<file path="src/rtl/asip_pkg.sv">
// Shared definitions for the ASIP memory stage: operand-type codes,
// sequencer state type and default geometry.
package asip_pkg;

    localparam int LANES_DEF  = 4;
    localparam int DATA_W_DEF = 8;
    localparam int ADDR_W_DEF = 8;

    localparam logic [1:0] OP_SCALAR = 2'b00;
    localparam logic [1:0] OP_VECTOR = 2'b01;

    typedef enum logic [1:0] {
        IDLE   = 2'd0,
        ACCESS = 2'd1,
        DONE   = 2'd2
    } seq_state_e;

endpackage

</file>
<file path="src/rtl/mem_sequencer.sv">
// Memory-stage sequencer: splits a scalar or vector load/store into one
// single-element memory access per lane and assembles load results.
//
//   state  | meaning
//   IDLE   | waiting for a memory instruction (Start_i)
//   ACCESS | one request per lane, advancing on Mem_Ack_i
//   DONE   | one-cycle completion pulse, Start_i ignored
module mem_sequencer
    import asip_pkg::*;
#(
    parameter int LANES  = LANES_DEF,
    parameter int DATA_W = DATA_W_DEF,
    parameter int ADDR_W = ADDR_W_DEF
) (
    input  logic                      Clk_i,
    input  logic                      Rst_ni,
    input  logic                      Start_i,
    input  logic                      MemWE_i,
    input  logic [1:0]                OpType_i,
    input  logic [ADDR_W-1:0]         Addr_i,
    input  logic [LANES*DATA_W-1:0]   StoreData_i,
    output logic                      Mem_Req_o,
    input  logic                      Mem_Ack_i,
    output logic [ADDR_W-1:0]         Mem_Addr_o,
    output logic                      Mem_WE_o,
    output logic [DATA_W-1:0]         Mem_WData_o,
    input  logic [DATA_W-1:0]         Mem_RData_i,
    output logic [LANES*DATA_W-1:0]   LoadData_o,
    output logic                      Mem_Finished_o
);

    localparam int LW = (LANES > 1) ? $clog2(LANES) : 1;

    seq_state_e               state_q;
    logic [LW-1:0]            lane_q;
    logic [LW-1:0]            last_lane_q;
    logic                     we_q;
    logic [ADDR_W-1:0]        base_q;
    logic [LANES*DATA_W-1:0]  sdata_q;
    logic [LANES*DATA_W-1:0]  load_q;

    logic in_access;
    assign in_access = (state_q == ACCESS);

    // Request side is a pure function of registered state, so reset clears it at once.
    assign Mem_Req_o      = in_access;
    assign Mem_WE_o       = in_access & we_q;
    assign Mem_Addr_o     = in_access ? (base_q + ADDR_W'(lane_q)) : '0;
    assign Mem_WData_o    = in_access ? sdata_q[lane_q*DATA_W +: DATA_W] : '0;
    assign LoadData_o     = load_q;
    assign Mem_Finished_o = (state_q == DONE) | ((state_q == IDLE) & ~Start_i);

    always_ff @(posedge Clk_i or negedge Rst_ni) begin
        if (!Rst_ni) begin
            state_q     <= IDLE;
            lane_q      <= '0;
            last_lane_q <= '0;
            we_q        <= 1'b0;
            base_q      <= '0;
            sdata_q     <= '0;
            load_q      <= '0;
        end else begin
            unique case (state_q)
                IDLE: begin
                    if (Start_i) begin
                        we_q        <= MemWE_i;
                        last_lane_q <= (OpType_i == OP_VECTOR) ? LW'(LANES - 1) : '0;
                        base_q      <= Addr_i;
                        sdata_q     <= StoreData_i;
                        lane_q      <= '0;
                        state_q     <= ACCESS;
                    end
                end
                ACCESS: begin
                    if (Mem_Ack_i) begin
                        if (!we_q) begin
                            load_q[lane_q*DATA_W +: DATA_W] <= Mem_RData_i;
                        end
                        if (lane_q == last_lane_q) begin
                            state_q <= DONE;
                        end else begin
                            lane_q <= lane_q + LW'(1);
                        end
                    end
                end
                DONE: begin
                    state_q <= IDLE;
                end
                default: begin
                    state_q <= IDLE;
                end
            endcase
        end
    end

endmodule

</file>
<file path="config.mk">
export PLATFORM = sky130hd
export DESIGN_NAME = mem_sequencer
export DESIGN_NICKNAME = d
export VERILOG_FILES = /design/src/rtl/asip_pkg.sv /design/src/rtl/mem_sequencer.sv
export SDC_FILE = /design/constraint.sdc
export NUM_CORES = 1
export LEC_CHECK = 0
export CORE_UTILIZATION = 55
export CTS_BUF_LIST = sky130_fd_sc_hd__clkbuf_4 sky130_fd_sc_hd__clkbuf_8 sky130_fd_sc_hd__clkbuf_16
export DETAILED_ROUTE_END_ITERATION = 10
export DONT_BUFFER_PORTS = 1
export PLACE_DENSITY = 0.68
export REMOVE_ABC_BUFFERS = 1
export SLEW_MARGIN = 10
export SYNTH_ARGS = -nofsm -noshare
export SYNTH_HDL_FRONTEND = slang
export SYNTH_SLANG_ARGS = --single-unit
export TNS_END_PERCENT = 20
</file>
<file path="constraint.sdc">
create_clock -name Clk_i -period 2.95 [get_ports Clk_i]
set_input_delay 0.59 -clock Clk_i [delete_from_list [all_inputs] [get_ports Clk_i]]
set_output_delay 0.59 -clock Clk_i [all_outputs]
set_load 0.02 [all_outputs]
</file>
# Word-level counts from Yosys, hierarchy flattened
# Cells that the tools add are included.
# word_totals
rom_bits,0
input_bits,55
latch_bits,0
mem_bits_rw,0
regBits,79
memories,0
output_inout_bits,51
# classes
mux,12
add_sub_neg,3
shifts,3
eq_ne,8
n_reduce_logical,6
n_bitwise,5
magnitude_cmp,0
n_mul,0
div_mod_pow,0
# ops
op,n
negation 5 -> 34 bit,1
"variable shift 8 x 34 -> 32 bit, first input constant",1
indexed part select 8 x 34 -> 32 bit,1
bitwise mux 32 bit,1
indexed part select 32 x 6 -> 8 bit,1
2-to-1 mux 8 bit,2
2-to-1 mux 2 bit,7
adder 8 x 2 -> 8 bit,1
one-hot mux 2 bit (2 select lines),2
"!= test 2 bit, second input constant",3
AND reduction 3 bit,2
"== test 2 x 1 -> 1 bit, second input constant",2
AND reduction 4 bit,1
"adder 2 x 1 -> 2 bit, second input constant",1
bitwise AND 1 bit,2
== test 2 bit,1
"== test 2 bit, second input constant",1
logical NOT 2 bit,1
"!= test 2 x 1 -> 1 bit, second input constant",1
NOT 1 bit,2
AND reduction 2 bit,1
nonzero test 2 bit,1
OR 1 bit,1

# Logic depth before layout (Yosys ltp)
# logic_depth
ltp_word,4
ltp_mapped,7
depth_no_buf,5

# Least setup slack after synthesis
# Ideal clock, no wire load.
# synth_path
path_kind,reg2out
from,register lane_q[0]
to,output port Mem_Addr_o[4]
path_slack_ns,0.880
required_time_ns,2.360
t_arrival_ns,1.480
path_stages_with_launch,6
cell_sequence,dfrtp_1 -> ha_1 -> fa_1 -> nand3_1 -> xor2_1 -> nor2_1
# synth_via
elab_chain_len,2
# synth_lines
element,line,rtl
start: declaration,mem_sequencer.sv:35,logic [LW-1:0] lane_q;
start signal: assignment,mem_sequencer.sv:82,lane_q <= lane_q + LW'(1);
adder 8 x 2 -> 8 bit,mem_sequencer.sv:48,assign Mem_Addr_o = in_access ? (base_q + ADDR_W'(lane_q)) : '0;
2-to-1 mux 8 bit,mem_sequencer.sv:48,
end: declaration,mem_sequencer.sv:24,"output logic [ADDR_W-1:0] Mem_Addr_o,"
# Every way passes these cells.

# Worst setup path after layout
# Ends and elaborated chain as after synthesis.

==> flow_metrics.env <==
export IMPL_status="finished, violations left"
export IMPL_violations="design-rule violations"
export IMPL_start_util_pct=58.2
export IMPL_yosys_area_top_type_share_pct=52.0
export IMPL_fin_hold_ws_ns=0.131
export IMPL_worst_path_max_fanout=7
export IMPL_htree_levels=3
export IMPL_wirelength_um=7200
export IMPL_arrival_ns=1.98
export IMPL_worstMarginPinSlew_ns=0.573
export IMPL_powerDensity_mw_per_mm2=1050
export IMPL_crit_path_start_kind="flip-flop"
export IMPL_clk_path_buf_depth=2
export IMPL_grt_max_degree=79
export IMPL_die_w_um=84.6
export IMPL_fp_dieArea_mm2=0.00716
export IMPL_grt_overflow_total=0
export IMPL_critical_path_depth=5
export IMPL_netlist_area_mm2=0.00376
export IMPL_root_buffer="clkbuf_8"
export IMPL_drtIter0Drc=115
export IMPL_cp_data_required_time_ns=2.36
export IMPL_worstPathCellList="ha_1 -> fa_1 -> nand3_1 -> xor2_1 -> nor2_1"
export IMPL_drive_gt1_share_pct=21.9
export IMPL_fmax_ghz=0.390
export IMPL_dp_slack_ns=0.732
export IMPL_core_mm2=0.00646
export IMPL_num_vias=2217
export IMPL_drv_slew=0
export IMPL_maxCapViolCount=0
export IMPL_numCtsBuffers=9
export IMPL_avgSynthCellArea_um2=12.0
export IMPL_peakVddDrop_mv=0.578
export IMPL_crit_family="adder cells"
export IMPL_synth_cell_types=37
export IMPL_ys_seq_area_share_pct=52.0
export IMPL_diodes=0
export IMPL_ant_nets=0
export IMPL_rsz0062_at_grt="no"
export IMPL_routabilityCongestion=0.768
export IMPL_syn_inst=312
export IMPL_hpwl_um=4940
export IMPL_worst_slack_ns=0.383
export IMPL_setup_viol=0
export IMPL_synth_seq_cells=78
export IMPL_gr_usage_all_layers_pct=22.0
export IMPL_grt_pass1_vias=2367
export IMPL_synth_commonest_cells="78 x dfrtp_1, 74 x nand2_1, 39 x o21ai_0"
export IMPL_path_clk_slew_ns=0.07
export IMPL_firstDrtPassIters=8
export IMPL_path_class="reg -> out"
export IMPL_ys_flop_type="dfrtp_1"
export IMPL_yosysMostFrequentCell="dfrtp_1"
export IMPL_final_nets=378
export IMPL_num_io_pins=106
export IMPL_ys_warn_count=0
export IMPL_crit_path_end_kind="output port"
export IMPL_synth_largest_area_cell="dfrtp_1"
export IMPL_wire_per_inst_um=18.1
export IMPL_drc=8
export IMPL_avgViaCountPerCell=5.58
export IMPL_relSlewSlack_pct=61.6
export IMPL_tritoncts="built"
export IMPL_grt_first_pass_wirelength_um=11800
export IMPL_post_cts_buffers=0
export IMPL_fp_row_count=29
export IMPL_hold_viol_final=0
export IMPL_period_share_pct=87.0
export IMPL_p_leak_nw=1.75
export IMPL_antenna_found_initial=0
export IMPL_clock_latency_ns=0.35
export IMPL_fin_tns_setup_ns=0
export IMPL_fin_worst_skew_ns=0.0107
export IMPL_dieHeight_um=84.6
export IMPL_period_minus_slack_ns=2.57
export IMPL_yosys_top_cells_area="dfrtp_1 52%, mux2_4 8.0%, nand2_1 7.4%"
export IMPL_critPathBufInv=0
export IMPL_numPortBuffers=0
export IMPL_synthToLayoutAreaGrowth_pct=7.26
export IMPL_async_flop_share_pct=100
export IMPL_crit_slowest_cell="dfrtp_1"
export IMPL_cts_sinks=78
export IMPL_max_stage_delay_ns=0.47
export IMPL_synth_edf_count=0
export IMPL_worstRegToRegCells=6
export IMPL_hold_path_class="in -> async"
[per-layer routing]
metal  global-route usage [%]  wire length [µm]  vias to the layer above
li1                         -                 -                     1073
met1                     27.2              3070                     1059
met2                     35.5              3440                       74
met3                     7.37               575                       11
met4                     9.24               111                        0
met5                        0                 0                        -
[cell families after synthesis]
group	Yosys count	synth area share (%)
AND/OR/NAND/NOR	108	13.7
flip-flops	78	52.0
multiplexers	50	19.9
AO/OA/AOI/OAI	44	6.06
buffers and inverters	18	4.16
adder cells (fa/ha/maj)	8	2.86
XOR/XNOR	6	1.40
[cells in the final DEF, fill, tap and decap left out, types with 3 or more instances in the layout]
cell       synthesis  final
ha_1               7      7
mux4_1             5      5
nand2_1           74     74
buf_4              4      4
nor3b_2            3      3
mux2_2            18     18
bufinv_16          0      3
mux2_1             3      3
mux4_2             3      3
o21ai_0           39     39
xor2_1             5      5
and2_1            11     11
clkbuf_8           1     11
nor2_1             7      7
dfrtp_1           78     78
mux2_4            20     20
inv_1              5      5
[path summary, 6_finish.rpt]
kind                            slack, ns        endpoint       start
worst max-delay path                 0.38   Mem_Addr_o[4]   lane_q[0]
worst min-delay path                 0.13      sdata_q[4]      Rst_ni
worst max register to register       0.92  LoadData_o[22]   lane_q[1]
worst min register to register       0.50      sdata_q[5]  sdata_q[5]
max in group asynchronous            2.51  LoadData_o[10]      Rst_ni
min in group Clk_i                   0.35      state_q[0]   Mem_Ack_i
[worst reg2reg max path, delay by kind of cell, from the launching register on]
| family | cells | cell delay (ns) |
|---|---|---|
| buf+inv | 2 | 0.38 |
| fa+ha+maj | 1 | 0.39 |
| flops | 1 | 0.40 |
| simple gates | 2 | 0.59 |
| compound gates | 1 | 0.19 |
[layout make-up]
| cell class | count | area (µm²) |
|---|---|---|
| Fill cell | 515 | 2430 |
| Sequential cell | 78 | 1950 |
| Inverter | 5 | 18.8 |
| Clock buffer | 13 | 166 |
| Multi-Input combinational cell | 216 | 1650 |
| Clock inverter | 3 | 90.1 |
| Timing Repair Buffer | 5 | 57.6 |
| Tap cell | 77 | 96.3 |
[state kept, by name, indices dropped and copies added, names as in the netlist]
| name | flops |
|---|---|
| state_q | 2 |
| lane_q | 2 |
| sdata_q | 32 |
| we_q | 1 |
| LoadData_o | 32 |
| last_lane_q | 1 |
| base_q | 8 |
[power by group]
group          internal [mW]  switching (mW)  total, mW
Sequential              1.43           0.324       1.76
Clock                  0.628           0.373       1.00
Combinational          0.722           0.758       1.48
Total                   2.78            1.45       4.24
[timing repair]
action	CTS	global route
resized for setup	0	0
hold buffers	1	0
endpoints found under the hold margin	78	0
[per-stage QoR]
step	util [%]	instance area (µm²)	std cells	power (mW)
after global placement	58.0	3740	380	3.19
after CTS	62.4	4030	397	4.27
after detailed placement	58.0	3740	380	3.24
after global routing	62.4	4030	397	4.49
final	62.4	4030	397	4.24
after floorplan	-	3620	299	2.95
Note: power is estimated with default switching activity, not from simulation.
